`src/rtl/rom_t_reader_pkg.sv`:
```
// Shared types and constants for the coefficient ROM reader.
package rom_t_reader_pkg;

  localparam int ADDR_W_DEF = 3;
  localparam int DATA_W_DEF = 16;
  localparam int CNT_W      = 4;

  typedef enum logic [2:0] {
    ST_IDLE  = 3'd0,
    ST_SETUP = 3'd1,
    ST_WAIT  = 3'd2,
    ST_HOLD  = 3'd3,
    ST_DONE  = 3'd4
  } state_e;

  // The reader drives the ROM bus only while an access is in flight.
  function automatic logic rom_bus_owned(input state_e st);
    return (st == ST_SETUP) || (st == ST_WAIT);
  endfunction

endpackage

```
`src/rtl/rom_t_reader_out_stage.sv`:
```
// Valid/ready holding register for one captured coefficient and its index.
module rom_t_reader_out_stage
  import rom_t_reader_pkg::*;
#(
  parameter int ADDR_W = ADDR_W_DEF,
  parameter int DATA_W = DATA_W_DEF
) (
  input  logic              c_clk,
  input  logic              c_rst_n,
  input  logic              load,
  input  logic              clear,
  input  logic              abort,
  input  logic [DATA_W-1:0] data_in,
  input  logic [ADDR_W-1:0] index_in,
  output logic [DATA_W-1:0] data_out,
  output logic [ADDR_W-1:0] index_out,
  output logic              valid_out
);

  logic [DATA_W-1:0] data_d,  data_q;
  logic [ADDR_W-1:0] index_d, index_q;
  logic              valid_d, valid_q;

  // Next-state: abort beats load, load beats clear; payload only changes on load.
  always_comb begin
    data_d  = data_q;
    index_d = index_q;
    valid_d = valid_q;
    if (abort) begin
      valid_d = 1'b0;
    end else if (load) begin
      valid_d = 1'b1;
      data_d  = data_in;
      index_d = index_in;
    end else if (clear) begin
      valid_d = 1'b0;
    end else begin
      valid_d = valid_q;
    end
  end

  // Holding register with asynchronous reset.
  always_ff @(posedge c_clk or negedge c_rst_n) begin
    if (!c_rst_n) begin
      data_q  <= {DATA_W{1'b0}};
      index_q <= {ADDR_W{1'b0}};
      valid_q <= 1'b0;
    end else begin
      data_q  <= data_d;
      index_q <= index_d;
      valid_q <= valid_d;
    end
  end

  assign data_out  = data_q;
  assign index_out = index_q;
  assign valid_out = valid_q;

endmodule

```
`src/rtl/rom_t_reader.sv`:
```
// Coefficient ROM reader: sweeps addresses 0..NUM_COEF-1, waits the ROM access
// time, and streams each word downstream over valid/ready.
module rom_t_reader
  import rom_t_reader_pkg::*;
#(
  parameter int ADDR_W   = ADDR_W_DEF,
  parameter int DATA_W   = DATA_W_DEF,
  parameter int NUM_COEF = 8,
  parameter int ROM_WAIT = 1
) (
  input  logic              c_clk,
  input  logic              c_rst_n,
  input  logic              c_start,
  input  logic              c_abort,
  output logic              o_busy,
  output logic              o_done,
  output logic [ADDR_W-1:0] o_rom_address,
  output logic              o_rom_read_en,
  output logic              o_rom_ce,
  output logic              o_rom_tri_output,
  input  logic [DATA_W-1:0] i_rom_data,
  output logic [DATA_W-1:0] o_coef_data,
  output logic [ADDR_W-1:0] o_coef_index,
  output logic              o_coef_valid,
  input  logic              i_coef_ready
);

  localparam logic [ADDR_W-1:0] LAST_ADDR = ADDR_W'(NUM_COEF - 1);
  localparam logic [CNT_W-1:0]  WAIT_LOAD = CNT_W'(ROM_WAIT);

  state_e            state_d, state_q;
  logic [ADDR_W-1:0] addr_d,  addr_q;
  logic [CNT_W-1:0]  cnt_d,   cnt_q;
  logic              busy_d,  busy_q;
  logic              done_d,  done_q;
  logic              ce_d,    ce_q;
  logic              tri_d,   tri_q;
  logic              load_s, clear_s, abort_s, valid_s, own_s;

  // Sequencer next state; abort in any active state returns straight to IDLE.
  always_comb begin
    state_d = state_q;
    addr_d  = addr_q;
    cnt_d   = cnt_q;
    load_s  = 1'b0;
    clear_s = 1'b0;
    abort_s = 1'b0;
    if (c_abort && (state_q != ST_IDLE)) begin
      state_d = ST_IDLE;
      cnt_d   = {CNT_W{1'b0}};
      abort_s = 1'b1;
    end else begin
      case (state_q)
        ST_IDLE: begin
          if (c_start && !c_abort) begin
            addr_d  = {ADDR_W{1'b0}};
            state_d = ST_SETUP;
          end else begin
            state_d = ST_IDLE;
          end
        end
        ST_SETUP: begin
          cnt_d   = WAIT_LOAD;
          state_d = ST_WAIT;
        end
        ST_WAIT: begin
          cnt_d = cnt_q - 4'd1;
          if (cnt_q == 4'd1) begin
            load_s  = 1'b1;
            state_d = ST_HOLD;
          end else begin
            state_d = ST_WAIT;
          end
        end
        ST_HOLD: begin
          if (valid_s && i_coef_ready) begin
            clear_s = 1'b1;
            if (addr_q == LAST_ADDR) begin
              state_d = ST_DONE;
            end else begin
              addr_d  = addr_q + ADDR_W'(1);
              state_d = ST_SETUP;
            end
          end else begin
            state_d = ST_HOLD;
          end
        end
        ST_DONE: begin
          state_d = ST_IDLE;
        end
        default: begin
          state_d = ST_IDLE;
          cnt_d   = {CNT_W{1'b0}};
        end
      endcase
    end
  end

  // Status and ROM controls are derived from the next state so they land registered.
  always_comb begin
    own_s  = rom_bus_owned(state_d);
    busy_d = (state_d != ST_IDLE);
    done_d = (state_d == ST_DONE);
    ce_d   = own_s;
    tri_d  = !own_s;
  end

  // State, address, wait counter and registered outputs.
  always_ff @(posedge c_clk or negedge c_rst_n) begin
    if (!c_rst_n) begin
      state_q <= ST_IDLE;
      addr_q  <= {ADDR_W{1'b0}};
      cnt_q   <= {CNT_W{1'b0}};
      busy_q  <= 1'b0;
      done_q  <= 1'b0;
      ce_q    <= 1'b0;
      tri_q   <= 1'b1;
    end else begin
      state_q <= state_d;
      addr_q  <= addr_d;
      cnt_q   <= cnt_d;
      busy_q  <= busy_d;
      done_q  <= done_d;
      ce_q    <= ce_d;
      tri_q   <= tri_d;
    end
  end

  rom_t_reader_out_stage #(
    .ADDR_W (ADDR_W),
    .DATA_W (DATA_W)
  ) u_out_stage (
    .c_clk     (c_clk),
    .c_rst_n   (c_rst_n),
    .load      (load_s),
    .clear     (clear_s),
    .abort     (abort_s),
    .data_in   (i_rom_data),
    .index_in  (addr_q),
    .data_out  (o_coef_data),
    .index_out (o_coef_index),
    .valid_out (valid_s)
  );

  assign o_coef_valid     = valid_s;
  assign o_busy           = busy_q;
  assign o_done           = done_q;
  assign o_rom_address    = addr_q;
  assign o_rom_ce         = ce_q;
  assign o_rom_read_en    = ce_q;
  assign o_rom_tri_output = tri_q;

endmodule

```
`config.mk`:
```
export PLATFORM = sky130hd
export DESIGN_NAME = rom_t_reader
export DESIGN_NICKNAME = d
export VERILOG_FILES = /design/src/rtl/rom_t_reader_pkg.sv /design/src/rtl/rom_t_reader_out_stage.sv /design/src/rtl/rom_t_reader.sv
export SDC_FILE = /design/constraint.sdc
export NUM_CORES = 1
export LEC_CHECK = 0
export BUFFER_PORTS_ARGS = -buffer_cell sky130_fd_sc_hd__buf_2
export CAP_MARGIN = 20
export CORE_ASPECT_RATIO = 0.7
export CORE_MARGIN = 10
export CORE_UTILIZATION = 24
export DETAILED_ROUTE_END_ITERATION = 10
export MAX_ROUTING_LAYER = met4
export SYNTH_ARGS = -nofsm -noshare
export SYNTH_HDL_FRONTEND = slang
export SYNTH_SLANG_ARGS = --single-unit
```
`constraint.sdc`:
```
create_clock -name c_clk -period 4.4 [get_ports c_clk]
set_input_delay 0.88 -clock c_clk [delete_from_list [all_inputs] [get_ports c_clk]]
set_output_delay 0.88 -clock c_clk [all_outputs]
set_load 0.02 [all_outputs]
```
==> flow_metrics.py <==
metrics = {
    "status": {
        "status": "finished, final reports clean",
    },
    "flow_run": {
        "maxCapViolCount": 0,
    },
    "floorplan": {
        "chipHeight_um": 88.3,
        "fp.dieArea_um2": 10400,
        "core_area_um2": 6340,
        "die_x_um": 118,
        "io_pins": 49,
        "rows": 24,
        "start_util": 0.253,
    },
    "place": {
        "dp_hpwl_um": 2810,
        "place_ws_ns": 1.51,
        "io_buffer_count": 48,
        "gp_congestion": 0.811,
    },
    "clock_network": {
        "root_buffer": "clkbuf_8",
        "cts_tree": "built",
        "cts_max_path_buffers": 2,
        "clk_pin_slew_worst_paths_ns": 0.07,
        "cts_hold_buffers": 0,
        "cts.sink_count": 34,
        "numCtsBuffers": 5,
        "htree_num_levels": 2,
        "postCtsSetupRepairBufs": 0,
        "cts_resized": 0,
        "clock_latency_ns": 0.27,
    },
    "synthesis": {
        "synth_top_area_cell": "dfrtp_1",
        "synth_common_cells": "dfrtp_1 (33), mux2_2 (23)",
        "asyncSetResetFlopFracSynth": 1.00,
        "synthDistinctLibCells": 37,
        "synth_cells": 125,
        "syn_nets": 150,
        "ys_ff_latch": 34,
        "synth-edff-count": 0,
        "syn_area_um2": 1600,
        "synth_area_per_cell_um2": 12.8,
        "synth.area.top_cells": "dfrtp_1 (52%), mux2_2 (16%), ha_1 (3.1%)",
        "ys_seq_area_frac": 0.532,
        "ys.flop_type": "dfrtp_1",
        "post-synth-top-area-fraction": 0.516,
        "synth.most_common_cell": "dfrtp_1",
        "yosysWarnings": 0,
    },
    "hold_path": {
        "min_delay_worst_endpoint": "u_out_stage.data_out[12]",
        "min_path_cells": 1,
        "min_from": "u_out_stage.data_out[12]",
        "hold_path_class": "reg2reg",
    },
    "pwr": {
        "pwr-share-comb": 0.394,
        "p_leak_uw": 0.000997,
        "p_per_area_nw_per_um2": 617,
        "p_seq_frac": 0.417,
        "p_clk_frac": 0.189,
        "intPower_uw": 757,
        "ir_drop_uv": 143,
        "net-switching-power_uw": 470,
        "power.share.switching": 0.383,
    },
    "timing": {
        "hold_viol_final": 0,
        "finClkSkew_ns": 0.00330,
        "min_period_over_period": 0.577,
        "period_minus_slack_ns": 2.54,
        "grt_setup_unrepaired": "false",
        "relSlewSlack": 0.352,
        "worst_slew_pin_slew_ns": 0.970,
        "fin_tns_setup_ns": 0,
        "fmax_mhz": 394,
        "setup_slack_ns": 1.86,
        "maxSlewViolCount": 0,
        "setup_violations": 0,
    },
    "worst_setup_path": {
        "worstPathCellList": "buf_2 > nor2_1 > nand3_1 > mux2_2",
        "cp_max_fo": 20,
        "rr_endpoint": "u_out_stage.data_out[15]",
        "r2r_slack_ns": 1.93,
        "arrival_ns": 2.70,
        "cp_slowest_cell": "nand3_1",
        "cp-start-kind": "input pin",
        "reg2reg_depth": 3,
        "required_ns": 4.56,
        "cpPeakStageDelay_ns": 0.76,
        "cp-end-kind": "register",
        "reg2reg_from": "state_q[1]",
        "worstSetupPathType": "in2reg",
    },
    "grt": {
        "antenna_found_initial": 0,
        "overflow": 0,
        "grtUsageTotal": 0.0777,
        "first_global_vias": 1229,
        "grt_pass1_wl_um": 6300,
        "grt_max_degree": 35,
    },
    "finish": {
        "nFillCells": 655,
        "nets": 198,
        "multi_input_area_um2": 677,
        "insertedDiodeCount": 0,
        "area_delta_synth_final_pct": 24.3,
        "regArea_um2": 852,
        "layout-drive-gt1-share": 0.506,
    },
    "detailed_routing": {
        "num_vias": 1138,
        "drt_wl_total_um": 3810,
        "route.detailed.drc": 0,
        "ant_nets": 0,
        "dr.pass1.iters": 4,
        "drtIter0Drc": 67,
        "avgRoutedWirePerCell_um": 14.4,
        "routed_via_density": 4.29,
    },
}
state kept, by name, summed over array words and instances, names as in the netlist:
signal                 cells
o_rom_address              3
o_rom_tri_output           1
state_q                    3
u_out_stage.valid_out      1
o_busy                     1
cnt_q                      4
u_out_stage.index_out      3
u_out_stage.data_out      16
o_done                     1
o_rom_ce                   1
layer usage:
| metal | track usage | part of all wire | up-vias | wire length, um |
|---|---|---|---|---|
| met1 | 0.0937 | 0.47 | 558 | 1810 |
| met4 | 0.0336 | 0.011 | 0 | 42 |
| met5 | - | 0 | - | 0 |
| met3 | 0.0293 | 0.063 | 2 | 241 |
| li1 | - | - | 544 | - |
| met2 | 0.115 | 0.45 | 34 | 1720 |
kinds of logic (layout without fill, tap and decap cells):
kind of cell    count (synthesis)  count (layout)  synth area share
flops                          34              34             0.532
simple gates                   31              31             0.117
mux                            25              25             0.174
buf+inv                        11              60            0.0446
compound gates                 20              20             0.100
fa+ha+maj                       4               4            0.0313
worst max-delay path, delay by kind of cell:
family                 cells  cell delay (ns)
buffers and inverters      1             0.19
muxes                      1             0.55
and+or+nand+nor            2             1.07
how the worst max path moves through the flow:
stage,from,cells past startpoint,endpoint
after floorplan,c_abort,4,o_rom_address[0]
after global placement,c_abort,4,u_out_stage.index_out[0]
after detailed placement,c_abort,4,u_out_stage.data_out[15]
after CTS,c_abort,4,u_out_stage.data_out[15]
after global routing,c_abort,4,u_out_stage.data_out[15]
final,c_abort,4,u_out_stage.data_out[15]
cells in the final DEF (no fill, tap or decap), types with 2 or more instances in the layout:
master    count
a21o_1        2
a21oi_1       4
a31oi_1       2
and3_2        2
buf_2        48
clkbuf_8      6
dfrtp_1      33
ha_1          4
inv_1         4
mux2_2       23
mux2i_1       2
nand2_1       5
nand3_1       5
nor2_1        5
nor4_1        2
o21ai_0       5
o32ai_1       2
cell type report:
class                      count  area share
tap                           91      0.0572
clock inverter                 1     0.00252
timing repair buffer          48       0.121
clock buffer                   7      0.0434
sequential                    34       0.428
inverter                       4     0.00755
multi-input combinational     80       0.340
stage by stage:
stage	area (um^2)	hold slack, ns	power [uW]	instances	util
floorplan	1600	0.584	853	125	-
global placement	1900	0.484	1000	257	0.300
detailed placement	1900	0.487	1010	257	0.300
CTS	1990	0.503	1250	265	0.314
global route	1990	0.525	1320	265	0.314
finish	1990	0.500	1230	265	0.314
power by group through the flow:
| stage | Sequential (uW) | Clock (uW) | Combinational [uW] |
|---|---|---|---|
| 6_report | 512 | 232 | 483 |
| 3_3_place_gp | 514 | 0 | 488 |
| 3_5_place_dp | 519 | 0 | 493 |
| 2_1_floorplan | 600 | 0 | 253 |
| 5_1_grt | 532 | 259 | 531 |
| 4_1_cts | 513 | 245 | 494 |
No activity file was read; power rests on OpenSTA's default activity.
